==> config.mk <==
export PLATFORM = sky130hd
export DESIGN_NAME = aclint_memory_flat
export DESIGN_NICKNAME = d
export VERILOG_FILES = /design/src/rtl/aclint_memory_if.sv /design/src/rtl/aclint_memory.sv /design/src/flat_wrapper.sv
export SDC_FILE = /design/constraint.sdc
export NUM_CORES = 1
export LEC_CHECK = 0
export CAP_MARGIN = 0
export CELL_PAD_IN_SITES_DETAIL_PLACEMENT = 1
export CELL_PAD_IN_SITES_GLOBAL_PLACEMENT = 1
export CORE_MARGIN = 2
export CORE_UTILIZATION = 44
export CTS_BUF_LIST = sky130_fd_sc_hd__clkbuf_4
export CTS_CLUSTER_SIZE = 12
export DETAILED_ROUTE_END_ITERATION = 7
export PLACE_DENSITY = 0.88
export RECOVER_POWER = 50
export SYNTH_ARGS = -nofsm -noshare
export SYNTH_HDL_FRONTEND = slang
export SYNTH_SLANG_ARGS = --single-unit
==> constraint.sdc <==
create_clock -name clk -period 3.6 [get_ports clk]
set_clock_uncertainty 0.1 [all_clocks]
set_input_delay 0.36 -clock clk [delete_from_list [all_inputs] [get_ports clk]]
set_output_delay 0.36 -clock clk [all_outputs]
set_load 0.05 [all_outputs]
==> src/rtl/aclint_memory_if.sv <==
// Request/response bus between the memory interconnect and the ACLINT block.
// Single-beat 64-bit transfers; the offset is already local to the block.
interface aclint_memory_if #(
  parameter int OFFSET_WIDTH = 16
) ();
  logic                    req_valid;
  logic                    req_ready;
  logic [OFFSET_WIDTH-1:0] req_addr;
  logic                    req_wen;
  logic [63:0]             req_wdata;
  logic [7:0]              req_wmask;
  logic                    rsp_valid;
  logic [63:0]             rsp_rdata;

  modport master (
    output req_valid, req_addr, req_wen, req_wdata, req_wmask,
    input  req_ready, rsp_valid, rsp_rdata
  );

  modport slave (
    input  req_valid, req_addr, req_wen, req_wdata, req_wmask,
    output req_ready, rsp_valid, rsp_rdata
  );
endinterface

==> src/rtl/aclint_memory.sv <==
// ACLINT for hart 0: MSWI (msip) and MTIMER (mtime, mtimecmp) behind a
// single-beat 64-bit bus. Every request is accepted; a response follows
// exactly one cycle later. mtime advances once every TICK_DIV cycles.
module aclint_memory #(
  parameter int TICK_DIV     = 1,
  parameter int OFFSET_WIDTH = 16
) (
  input  logic               clk,
  input  logic               rst,
  aclint_memory_if.slave     bus,
  output logic               mtip,
  output logic               msip,
  output logic [63:0]        mtime
);

  localparam int CNT_W = (TICK_DIV > 1) ? $clog2(TICK_DIV) : 1;
  localparam logic [CNT_W-1:0] CNT_MAX = CNT_W'(TICK_DIV - 1);

  // Doubleword indices (byte offset >> 3) of the mapped registers.
  localparam int DW_W        = OFFSET_WIDTH - 3;
  localparam int DW_MSIP     = 32'h0000_0000 >> 3;
  localparam int DW_MTIMECMP = 32'h0000_4000 >> 3;
  localparam int DW_MTIME    = 32'h0000_BFF8 >> 3;

  typedef enum logic [1:0] {
    REG_NONE,
    REG_MSIP,
    REG_MTIMECMP,
    REG_MTIME
  } reg_sel_e;

  // Byte-granular merge of write data into an existing register value.
  function automatic logic [63:0] merge_bytes(input logic [63:0] old_v,
                                              input logic [63:0] new_v,
                                              input logic [7:0]  mask);
    logic [63:0] res;
    res = old_v;
    for (int i = 0; i < 8; i++) begin
      if (mask[i]) begin
        res[i*8 +: 8] = new_v[i*8 +: 8];
      end else begin
        res[i*8 +: 8] = old_v[i*8 +: 8];
      end
    end
    return res;
  endfunction

  logic [CNT_W-1:0] tick_cnt_q, tick_cnt_d;
  logic [63:0]      mtime_q, mtime_d;
  logic [63:0]      mtimecmp_q, mtimecmp_d;
  logic             msip_q, msip_d;
  logic             rsp_valid_q, rsp_valid_d;
  logic [63:0]      rsp_rdata_q, rsp_rdata_d;

  logic             accept_s;
  logic             wr_s;
  logic             rd_s;
  logic             tick_s;
  reg_sel_e         reg_sel_s;
  logic [63:0]      rd_val_s;
  logic             unused_addr_s;

  // The block never back-pressures.
  assign bus.req_ready = 1'b1;
  assign accept_s      = bus.req_valid & bus.req_ready;
  assign wr_s          = accept_s & bus.req_wen;
  assign rd_s          = accept_s & ~bus.req_wen;
  assign tick_s        = (tick_cnt_q == CNT_MAX);
  // Sub-doubleword address bits do not take part in decode.
  assign unused_addr_s = ^bus.req_addr[2:0];

  // Decode the doubleword offset to a register select.
  always_comb begin
    reg_sel_s = REG_NONE;
    if (bus.req_addr[OFFSET_WIDTH-1:3] == DW_W'(DW_MSIP)) begin
      reg_sel_s = REG_MSIP;
    end else if (bus.req_addr[OFFSET_WIDTH-1:3] == DW_W'(DW_MTIMECMP)) begin
      reg_sel_s = REG_MTIMECMP;
    end else if (bus.req_addr[OFFSET_WIDTH-1:3] == DW_W'(DW_MTIME)) begin
      reg_sel_s = REG_MTIME;
    end else begin
      reg_sel_s = REG_NONE;
    end
  end

  // Read mux on current register values (before this cycle's updates).
  always_comb begin
    rd_val_s = 64'h0;
    case (reg_sel_s)
      REG_MSIP:     rd_val_s = {63'h0, msip_q};
      REG_MTIMECMP: rd_val_s = mtimecmp_q;
      REG_MTIME:    rd_val_s = mtime_q;
      default:      rd_val_s = 64'h0;
    endcase
  end

  // Next-state for prescaler, timer registers, msip and the response.
  always_comb begin
    tick_cnt_d  = tick_cnt_q;
    mtime_d     = mtime_q;
    mtimecmp_d  = mtimecmp_q;
    msip_d      = msip_q;
    rsp_valid_d = accept_s;
    rsp_rdata_d = 64'h0;

    // Prescaler free-runs; bus traffic never disturbs it.
    if (tick_s) begin
      tick_cnt_d = '0;
    end else begin
      tick_cnt_d = tick_cnt_q + CNT_W'(1);
    end

    // A software write to mtime wins over the tick increment.
    if (wr_s && (reg_sel_s == REG_MTIME)) begin
      mtime_d = merge_bytes(mtime_q, bus.req_wdata, bus.req_wmask);
    end else if (tick_s) begin
      mtime_d = mtime_q + 64'd1;
    end else begin
      mtime_d = mtime_q;
    end

    if (wr_s && (reg_sel_s == REG_MTIMECMP)) begin
      mtimecmp_d = merge_bytes(mtimecmp_q, bus.req_wdata, bus.req_wmask);
    end else begin
      mtimecmp_d = mtimecmp_q;
    end

    // Only byte lane 0 bit 0 is backed by storage.
    if (wr_s && (reg_sel_s == REG_MSIP) && bus.req_wmask[0]) begin
      msip_d = bus.req_wdata[0];
    end else begin
      msip_d = msip_q;
    end

    if (rd_s) begin
      rsp_rdata_d = rd_val_s;
    end else begin
      rsp_rdata_d = 64'h0;
    end
  end

  // State registers; reset drops any in-flight response.
  always_ff @(posedge clk or negedge rst) begin
    if (!rst) begin
      tick_cnt_q  <= '0;
      mtime_q     <= 64'h0;
      mtimecmp_q  <= 64'hFFFF_FFFF_FFFF_FFFF;
      msip_q      <= 1'b0;
      rsp_valid_q <= 1'b0;
      rsp_rdata_q <= 64'h0;
    end else begin
      tick_cnt_q  <= tick_cnt_d;
      mtime_q     <= mtime_d;
      mtimecmp_q  <= mtimecmp_d;
      msip_q      <= msip_d;
      rsp_valid_q <= rsp_valid_d;
      rsp_rdata_q <= rsp_rdata_d;
    end
  end

  assign bus.rsp_valid = rsp_valid_q;
  assign bus.rsp_rdata = rsp_rdata_q;
  assign mtip          = (mtime_q >= mtimecmp_q);
  assign msip          = msip_q;
  assign mtime         = mtime_q;

endmodule
==> src/flat_wrapper.sv <==
// flat-port wrapper written by rule: the top's interface ports become plain ports
module aclint_memory_flat 
#(
  parameter int TICK_DIV     = 1,
  parameter int OFFSET_WIDTH = 16
)
  (clk, rst, mtip, msip, mtime, bus_req_valid, bus_req_addr, bus_req_wen, bus_req_wdata, bus_req_wmask, bus_req_ready, bus_rsp_valid, bus_rsp_rdata);
  aclint_memory_if #(.OFFSET_WIDTH(OFFSET_WIDTH)) bus_i ();
  input  logic clk;
  input  logic rst;
  output logic mtip;
  output logic msip;
  output logic [63:0] mtime;
  input wire logic [$bits(bus_i.req_valid)-1:0] bus_req_valid;
  input wire logic [$bits(bus_i.req_addr)-1:0] bus_req_addr;
  input wire logic [$bits(bus_i.req_wen)-1:0] bus_req_wen;
  input wire logic [$bits(bus_i.req_wdata)-1:0] bus_req_wdata;
  input wire logic [$bits(bus_i.req_wmask)-1:0] bus_req_wmask;
  output wire logic [$bits(bus_i.req_ready)-1:0] bus_req_ready;
  output wire logic [$bits(bus_i.rsp_valid)-1:0] bus_rsp_valid;
  output wire logic [$bits(bus_i.rsp_rdata)-1:0] bus_rsp_rdata;
  assign bus_i.req_valid = bus_req_valid;
  assign bus_i.req_addr = bus_req_addr;
  assign bus_i.req_wen = bus_req_wen;
  assign bus_i.req_wdata = bus_req_wdata;
  assign bus_i.req_wmask = bus_req_wmask;
  assign bus_req_ready = bus_i.req_ready;
  assign bus_rsp_valid = bus_i.rsp_valid;
  assign bus_rsp_rdata = bus_i.rsp_rdata;
  aclint_memory #(.TICK_DIV(TICK_DIV), .OFFSET_WIDTH(OFFSET_WIDTH)) u_core (.clk(clk), .rst(rst), .bus(bus_i), .mtip(mtip), .msip(msip), .mtime(mtime));
endmodule
Word-level counts from Yosys, hierarchy flattened
Index checks and enable logic that the tools add are counted.
{"block": "classes", "addsub": 2, "order_cmp": 1, "n_eq_ne": 14, "muxes": 16, "n_bitwise": 3, "n_reduce_logical": 21}
{"cell": "$mux 64", "n": 3}
{"cell": "$pmux 64 s3", "n": 1}
{"cell": "$add 64x1->64 const B", "n": 1}
{"cell": "$ge 64x64->1", "n": 1}
{"cell": "$mux 8", "n": 8}
{"cell": "$reduce_and 2->1", "n": 16}
{"cell": "$ne 2x2->1 const B", "n": 9}
{"cell": "$eq 13x12->1 const B", "n": 1}
{"cell": "$eq 13x13->1 const B", "n": 1}
{"cell": "$logic_not 13->1", "n": 1}
{"cell": "$mux 2", "n": 3}
{"cell": "$eq 2x2->1 const B", "n": 2}
{"cell": "$logic_and 1x1->1", "n": 4}
{"cell": "$and 1x1->1", "n": 2}
{"cell": "$eq 2x1->1 const B", "n": 1}
{"cell": "$add 1x1->1 const B", "n": 1}
{"cell": "$mux 1", "n": 1}
{"cell": "$not 1->1", "n": 1}
{"block": "word_totals", "register_bits": 195, "in_bits": 92, "word_cells": 77}

Longest topological paths before layout
Gate-level depths: netlist of the first run.
{"block": "logic_depth", "depth_word": 8, "depth_mapped": 9, "ltp_nobuf": 8}

Worst setup path after synthesis of the first run
OpenSTA, ideal clock, no wires.
{"block": "synth_timing", "path_type": "register to output", "startpoint": "reg u_core.mtime_q[62] (netlist: u_core.mtime[62])", "endpoint": "out mtip", "arrival_time_ns": 2.748, "required_ns": 3.140, "setup_slack_ns": 0.392, "stages_incl_launch_ff": 7, "n_path_buf": 0, "cell_sequence": "dfrtp_1 > ha_1 > nand4_1 > nor4_1 > nand3_1 > or3_1 > o211ai_1"}
{"block": "synth_between", "elab_chain_cells": 1}
{"element": "start: declaration", "line": "aclint_memory.sv:49", "text": "logic [63:0] mtime_q, mtime_d;"}
{"element": "start signal: assignment", "line": "aclint_memory.sv:153", "text": "mtime_q <= mtime_d;"}
{"element": "$ge 64x64->1", "line": "aclint_memory.sv:163", "text": "assign mtip = (mtime_q >= mtimecmp_q);"}
{"element": "end: declaration", "line": "flat_wrapper.sv:11", "text": "output logic mtip;"}
Every way passes these cells.

Worst setup path in the final report of the first run
{"block": "layout_timing", "startpoint": "reg u_core.mtimecmp_q[39]", "endpoint": "out mtip"}
{"block": "layout_between", "elab_chain_cells": 1}
{"element": "start: declaration", "line": "aclint_memory.sv:50", "text": "logic [63:0] mtimecmp_q, mtimecmp_d;"}
{"element": "start signal: assignment", "line": "aclint_memory.sv:154", "text": "mtimecmp_q <= mtimecmp_d;"}
{"element": "$ge 64x64->1", "line": "aclint_memory.sv:163"}
Every way passes these cells.

==> results.json, run 1 <==
{
  "status": "complete, but fails checks",
  "violations": "capacitance limit, slew limit, setup timing",
  "period_needed_ps": 3750,
  "post-place-cells": 1627,
  "cts_tree": "yes",
  "synth_ff_type": "dfrtp_1",
  "synthTopCellsByCount": "137 x nor2_1, 130 x dfrtp_1, 87 x nand2_1, 75 x inv_1, 67 x a21oi_1",
  "synth_cells": 1089,
  "fillers": 2756,
  "yosysUniqueCellTypes": 69,
  "hold_viol": 0,
  "dr_total_vias": 10200,
  "clockBufferDepth": 2,
  "initial_core_util": 0.443,
  "crit_fanout": 3,
  "synthSimpleGateAreaFrac": 0.172,
  "gp_congestion": 0.841,
  "syn_nets": 1246,
  "ys_seq_area_frac": 0.462,
  "grt_first_pass_wirelength_um": 59500,
  "synth_area_mm2": 0.0107,
  "ys_async_sr_fraction": 1.00,
  "rsz0062_at_grt": "true",
  "max-cap-violations": 3,
  "endpoint_kind": "output port",
  "drive_gt1_frac": 0.190,
  "finalWirelength_um": 38000,
  "synthXorXnorAreaFrac": 0.00164,
  "drt_iter0_markers": 706,
  "grt_util_all_layers": 0.293,
  "path_buf_inv": 2,
  "routedWlPerCell_um": 22.7,
  "synth_edf_count": 0,
  "ant_nets": 0,
  "synth_most_common_cell": "nor2_1",
  "drv_slew": 143,
  "crit_path_end": "mtip",
  "max_stage_delay_ps": 580,
  "yosys-top-cells-area": "dfrtp_1 30%, dfstp_2 16%, ha_1 7.6%",
  "rr_startpoint": "u_core.mtime[9]",
  "hpwlAfterDp_um": 27500,
  "numCtsBuffers": 17,
  "finalPower_mw": 4.10,
  "fmax_ghz": 0.267,
  "power_density_mw_per_mm2": 296,
  "worstPathRequired_ps": 3140,
  "grt_max_degree": 77,
  "postLayoutCellArea_mm2": 0.0139,
  "syn_avg_cell_area_um2": 9.81,
  "instances_no_fill": 1674,
  "period_share": 1.04,
  "ys_ff_latch": 194,
  "synth_compound_area_frac": 0.165,
  "ios": 224,
  "drc_errors": 0,
  "pre_cts_ws_ps": 396,
  "first_global_vias": 10900,
  "portBuffers": 219,
  "r2r_end": "u_core.mtime[23]",
  "crit_type": "flop to output port",
  "cp-start-kind": "flop",
  "clk_pin_slew_ps": 180,
  "clkSinkCount": 194,
  "num_rows": 57,
  "crit_chain": "inv_1 -> ha_1 -> a21oi_1 -> o21ai_0 -> a221o_1 -> a211o_1 -> a21oi_2 -> o211ai_1 -> clkbuf_16",
  "worstSetupStartpoint": "u_core.mtimecmp_q[39]",
  "cp.arrival_ps": 3290,
  "cpMaxStageDelayCell": "dfstp_2",
  "overflow": 0,
  "fin_ws_ps": -152,
  "placed_area_mm2": 0.0134,
  "synthAdderAreaFrac": 0.0762,
  "path_delay_family": "compound AO/OA/AOI/OAI gates",
  "synth_top_family_by_area": "simple AND/OR/NAND/NOR gates",
  "tightestPinTransition_ps": 2000,
  "root_buffer": "clkbuf_4",
  "synthMuxAreaShare": 0.0714,
  "cts_htree_levels": 4,
  "chipHeight_um": 160,
  "setup_viol": 1,
  "via_per_inst": 6.10,
  "syn2layout_area_growth_pct": 29.9,
  "synth_area_leader_cell": "dfrtp_1",
  "worstSkewPairLatency_ps": 600,
  "synth_warnings": 0,
  "r2r_slack_ps": 710,
  "die_x_um": 160,
  "antenna_found_initial": 2,
  "final_nets": 1492,
  "irDropWorstVdd_uv": 186,
  "rr_worst_depth": 6,
  "p_leak_nw": 5.59,
  "crit_cells": 9,
  "synth_top_area_frac": 0.305,
  "fin_hold_ws_ps": 271,
  "max-slew-margin-rel": -0.332,
  "min_path_type": "input pin to flop",
  "dr.pass1.iters": 5,
  "dieArea_mm2": 0.0255,
  "fp.coreArea_mm2": 0.0241
}
[area by class of cell]
cell class	instances	area, um2	area share
inverter	75	282	0.0203
multi-input combinational	770	5350	0.385
tap	324	405	0.0292
antenna	2	5.00	0.000361
clock buffer	18	135	0.00974
timing repair buffer	277	2630	0.190
sequential	194	4930	0.356
clock inverter	14	131	0.00947
[cells by family after synthesis]
kind of cell    Yosys count
simple gates            377
compound gates          257
flops                   194
buf+inv                 125
mux                      68
fa+ha+maj                65
xor+xnor                  2
other cells               1
[worst reg2reg max path: stages, from the launching register on]
cell     delay (ps)
dfrtp_1         580
nand4_4         190
nor4_4          510
nand3_4         300
nor2_1          590
a21oi_1         160
a311o_1         330
[layout by cell type, fill, tap and decap left out, types with 7 or more instances in the layout]
master | Yosys | routed
inv_2 | 0 | 7
nand2_1 | 87 | 87
clkbuf_4 | 0 | 18
buf_4 | 1 | 49
nand3_1 | 34 | 33
dfstp_2 | 64 | 64
nor3_1 | 27 | 28
nand4_1 | 24 | 24
dfrtp_1 | 130 | 130
mux2_2 | 65 | 64
o211ai_1 | 7 | 7
a21oi_1 | 67 | 65
o21ai_0 | 21 | 21
ha_1 | 65 | 57
clkdlybuf4s50_1 | 0 | 193
nor2_1 | 137 | 136
a22oi_1 | 65 | 65
ha_4 | 0 | 8
o21a_1 | 7 | 7
o22ai_1 | 11 | 11
nor4_1 | 16 | 13
dlygate4sd3_1 | 0 | 25
inv_1 | 75 | 68
a211oi_1 | 24 | 24
[registers in the layout (all words and copies together), names as in the netlist]
name,count
u_core.msip,1
u_core.bus.rsp_valid,1
u_core.mtimecmp_q,64
u_core.mtime,64
u_core.bus.rsp_rdata,64
[routing by layer]
layer,wire [um],share of wire,up-vias,GRT usage
met5,0,0,-,0
met4,1550,0.041,0,0.126
met2,19400,0.51,444,0.522
met1,14900,0.39,5178,0.350
met3,2190,0.058,114,0.0486
li1,-,-,4475,-
[where the power goes]
| part | internal [mW] | switching (mW) | total [mW] |
|---|---|---|---|
| clock | 0.363 | 0.832 | 1.20 |
| sequential | 2.22 | 0.0812 | 2.30 |
| combinational | 0.236 | 0.372 | 0.608 |
[worst min-delay path by stage]
stage | from | endpoint | depth (start not counted)
finish | bus_req_wdata[24] | u_core.mtime[24] | 3
global route | bus_req_wdata[11] | u_core.mtime[11] | 3
CTS | rst | u_core.bus.rsp_rdata[10] | 2
detailed placement | rst | u_core.bus.rsp_rdata[10] | 1
global placement | rst | u_core.bus.rsp_rdata[10] | 1
floorplan | rst | u_core.bus.rsp_rdata[0] | 0
[repair_timing]
| item | 4_1_cts | 5_1_grt |
|---|---|---|
| setup endpoints to repair | 1 | 1 |
| hold buffers | 1 | 0 |
| pin swaps | 9 | 4 |
| setup buffers | 9 | 4 |
| resized for setup | 15 | 9 |
| hold endpoints to repair | 47 | 0 |
| gates cloned | 0 | 0 |
[per-stage QoR]
step	utilization	TNS [ps]
6_report	0.575	-152
5_1_grt	0.575	-283
4_1_cts	0.575	-85.5
3_5_place_dp	0.556	0
3_3_place_gp	0.556	0
2_1_floorplan	-	0
Note: power is estimated with default switching activity, not from simulation.
==> run 2, diff against run 1 <==
--- a/config.mk
+++ b/config.mk
@@ -8,12 +8,12 @@
 export CAP_MARGIN = 0
 export CELL_PAD_IN_SITES_DETAIL_PLACEMENT = 1
 export CELL_PAD_IN_SITES_GLOBAL_PLACEMENT = 1
-export CORE_MARGIN = 2
+export CORE_MARGIN = 8
 export CORE_UTILIZATION = 44
 export CTS_BUF_LIST = sky130_fd_sc_hd__clkbuf_4
 export CTS_CLUSTER_SIZE = 12
 export DETAILED_ROUTE_END_ITERATION = 7
-export PLACE_DENSITY = 0.88
+export PLACE_DENSITY_LB_ADDON = 0.1
 export RECOVER_POWER = 50
 export SYNTH_ARGS = -nofsm -noshare
 export SYNTH_HDL_FRONTEND = slang
==> run 2 against run 1 <==
Highest routed layer is now met5. Critical path depth shrank 1. Largest power group unchanged. First-iteration DRC count shrank 14%. Core utilization grew 0.29 points. Final area grew 0.50%. Wire length shrank 1.3%. Largest cell class unchanged. Via count shrank 3.2%. The flow still finishes with violations (capacitance limit, slew limit, setup timing). Critical path type unchanged.
==> results.json, run 2 (synthesis gave the netlist of run 1 again) <==
{
  "status": "complete, but fails checks",
  "violations": "capacitance limit, slew limit, setup timing",
  "gp_congestion": 0.843,
  "root_buffer": "clkbuf_4",
  "hpwlAfterDp_um": 27300,
  "ant_nets": 0,
  "final_common_cell": "clkdlybuf4s50_1",
  "most-common-layout-cells": "215 x clkdlybuf4s50_1, 136 x nor2_1, 130 x dfrtp_1",
  "cp.arrival_ps": 3160,
  "tightestPinTransition_ps": 2460,
  "postLayoutCoreUtil": 0.578,
  "p_leak_nw": 5.53,
  "finalWirelength_um": 37500,
  "final_nets": 1481,
  "max-cap-violations": 2,
  "fillers": 2764,
  "via_per_inst": 5.93,
  "chipHeight_um": 172,
  "grt_first_pass_wirelength_um": 59300,
  "crit_type": "flop to output port",
  "post-place-cells": 1615,
  "dieArea_mm2": 0.0295,
  "p_sw_frac": 0.284,
  "grt_util_all_layers": 0.256,
  "first_global_vias": 10800,
  "drc_errors": 0,
  "postLayoutCellArea_mm2": 0.0139,
  "grt_max_degree": 95,
  "max-slew-margin-rel": -0.639,
  "num_rows": 57,
  "clk_pin_slew_ps": 190,
  "hold_viol": 0,
  "cts_tree": "yes",
  "die_x_um": 172,
  "min_path_type": "input pin to flop",
  "worstSkewPairLatency_ps": 620,
  "drive_gt1_frac": 0.186,
  "worstPathRequired_ps": 3140,
  "use_met1": 0.306,
  "irDropWorstVdd_uv": 182,
  "overflow": 0,
  "clockBufferDepth": 2,
  "power.share.clock": 0.344,
  "portBuffers": 219,
  "antenna_found_initial": 7,
  "period_share": 1.01,
  "power_density_mw_per_mm2": 318,
  "share_seq_of_total_power": 0.519,
  "instances_no_fill": 1667,
  "setup_viol": 1,
  "drt_iter0_markers": 607,
  "p_int_mw": 3.17,
  "switchingPower_mw": 1.26,
  "cpMaxStageDelayCell": "dfrtp_1",
  "max_stage_delay_ps": 560,
  "fp.coreArea_mm2": 0.0241,
  "crit_chain": "ha_4 -> nand4_1 -> nor4_2 -> buf_4 -> nand3_4 -> or3_1 -> o211ai_1 -> clkbuf_16",
  "dr_total_vias": 9883,
  "placed_area_mm2": 0.0133,
  "period_needed_ps": 3620,
  "initial_core_util": 0.443,
  "crit_fanout": 8,
  "rsz0062_at_grt": "true",
  "routedWlPerCell_um": 22.5,
  "cts_htree_levels": 4,
  "grt.busiest_layer": "met2",
  "clkSinkCount": 194,
  "numCtsBuffers": 17,
  "syn2layout_area_growth_pct": 30.5,
  "ios": 224,
  "fin_ws_ps": -23.3,
  "endpoint_kind": "output port",
  "cp-start-kind": "flop",
  "met2_usage": 0.443,
  "fmax_ghz": 0.276,
  "dr.pass1.iters": 6,
  "grt_use_met3": 0.0562,
  "drv_slew": 123,
  "power.share.combinational": 0.137
}
-- run 2: changes by cell type in the layout (fill, tap and decap cells not counted), moves of 2 or more --
cell and delta:
clkbuf_4 +3, bufinv_16 +5, buf_4 -9, inv_8 -3, inv_6 +2, diode_2 +5
clkbuf_1 -4, clkdlybuf4s50_1 +22, dlygate4sd3_1 -22, clkinvlp_4 -2, clkinv_2 -2
-- run 2: through the flow --
step / hold WS (ps) / setup WS (ps) / total power [mW] / setup TNS (ps)
2_1_floorplan: -35.6 / 392 / 2.62 / 0
3_3_place_gp: 413 / 313 / 2.93 / 0
3_5_place_dp: 414 / 373 / 2.95 / 0
4_1_cts: 220 / -50.3 / 4.47 / -50.3
5_1_grt: 232 / -159 / 4.60 / -2280
6_report: 239 / -23.3 / 4.43 / -23.3
-- run 2: path summary, 6_finish.rpt --
kind	start	to	slack, ps	depth (start not counted)
max	u_core.mtime[51]	mtip	-20	8
min	bus_req_wdata[24]	u_core.mtime[24]	240	3
max reg2reg	u_core.mtime[2]	u_core.mtime[23]	680	6
min reg2reg	u_core.msip	u_core.msip	490	1
max in group asynchronous	rst	u_core.mtime[39]	460	3
min in group asynchronous	rst	u_core.bus.rsp_rdata[10]	920	2
-- run 2: cell type report --
type | count | area, um2 | share of cell area
inverters | 75 | 282 | 0.0202
well taps | 324 | 405 | 0.0291
clock inverters | 12 | 228 | 0.0163
multi-input cells | 770 | 5350 | 0.384
flip-flops and latches | 194 | 4930 | 0.354
clock buffers | 19 | 143 | 0.0102
diodes | 7 | 17.5 | 0.00126
repair buffers | 266 | 2580 | 0.185
-- run 2: timing repair --
action | CTS | global route
pin swaps | 10 | 4
hold endpoints to repair | 63 | 0
gates resized for setup | 19 | 3
setup buffers | 10 | 3
hold buffers | 1 | 0
endpoints found under the setup margin | 1 | 1
-- run 2: worst max-delay path: cells and delay by family (launching register included) --
kind	cells	cell delay, ps
flops	1	560
fa+ha+maj	1	350
compound gates	1	290
buf+inv	2	430
simple gates	4	940
-- run 2: routing by layer --
metal	vias to the layer above	share of wire
met5	-	0.00027
met4	2	0.031
met3	80	0.062
met2	319	0.51
met1	5010	0.39
li1	4472	-
-- run 2: power by group through the flow --
stage | registers [mW] | clock network, mW | logic, mW
after floorplan | 2.44 | 0 | 0.178
after global placement | 2.33 | 0 | 0.596
after detailed placement | 2.33 | 0 | 0.611
after CTS | 2.30 | 1.56 | 0.616
after global routing | 2.31 | 1.64 | 0.655
final | 2.30 | 1.52 | 0.605
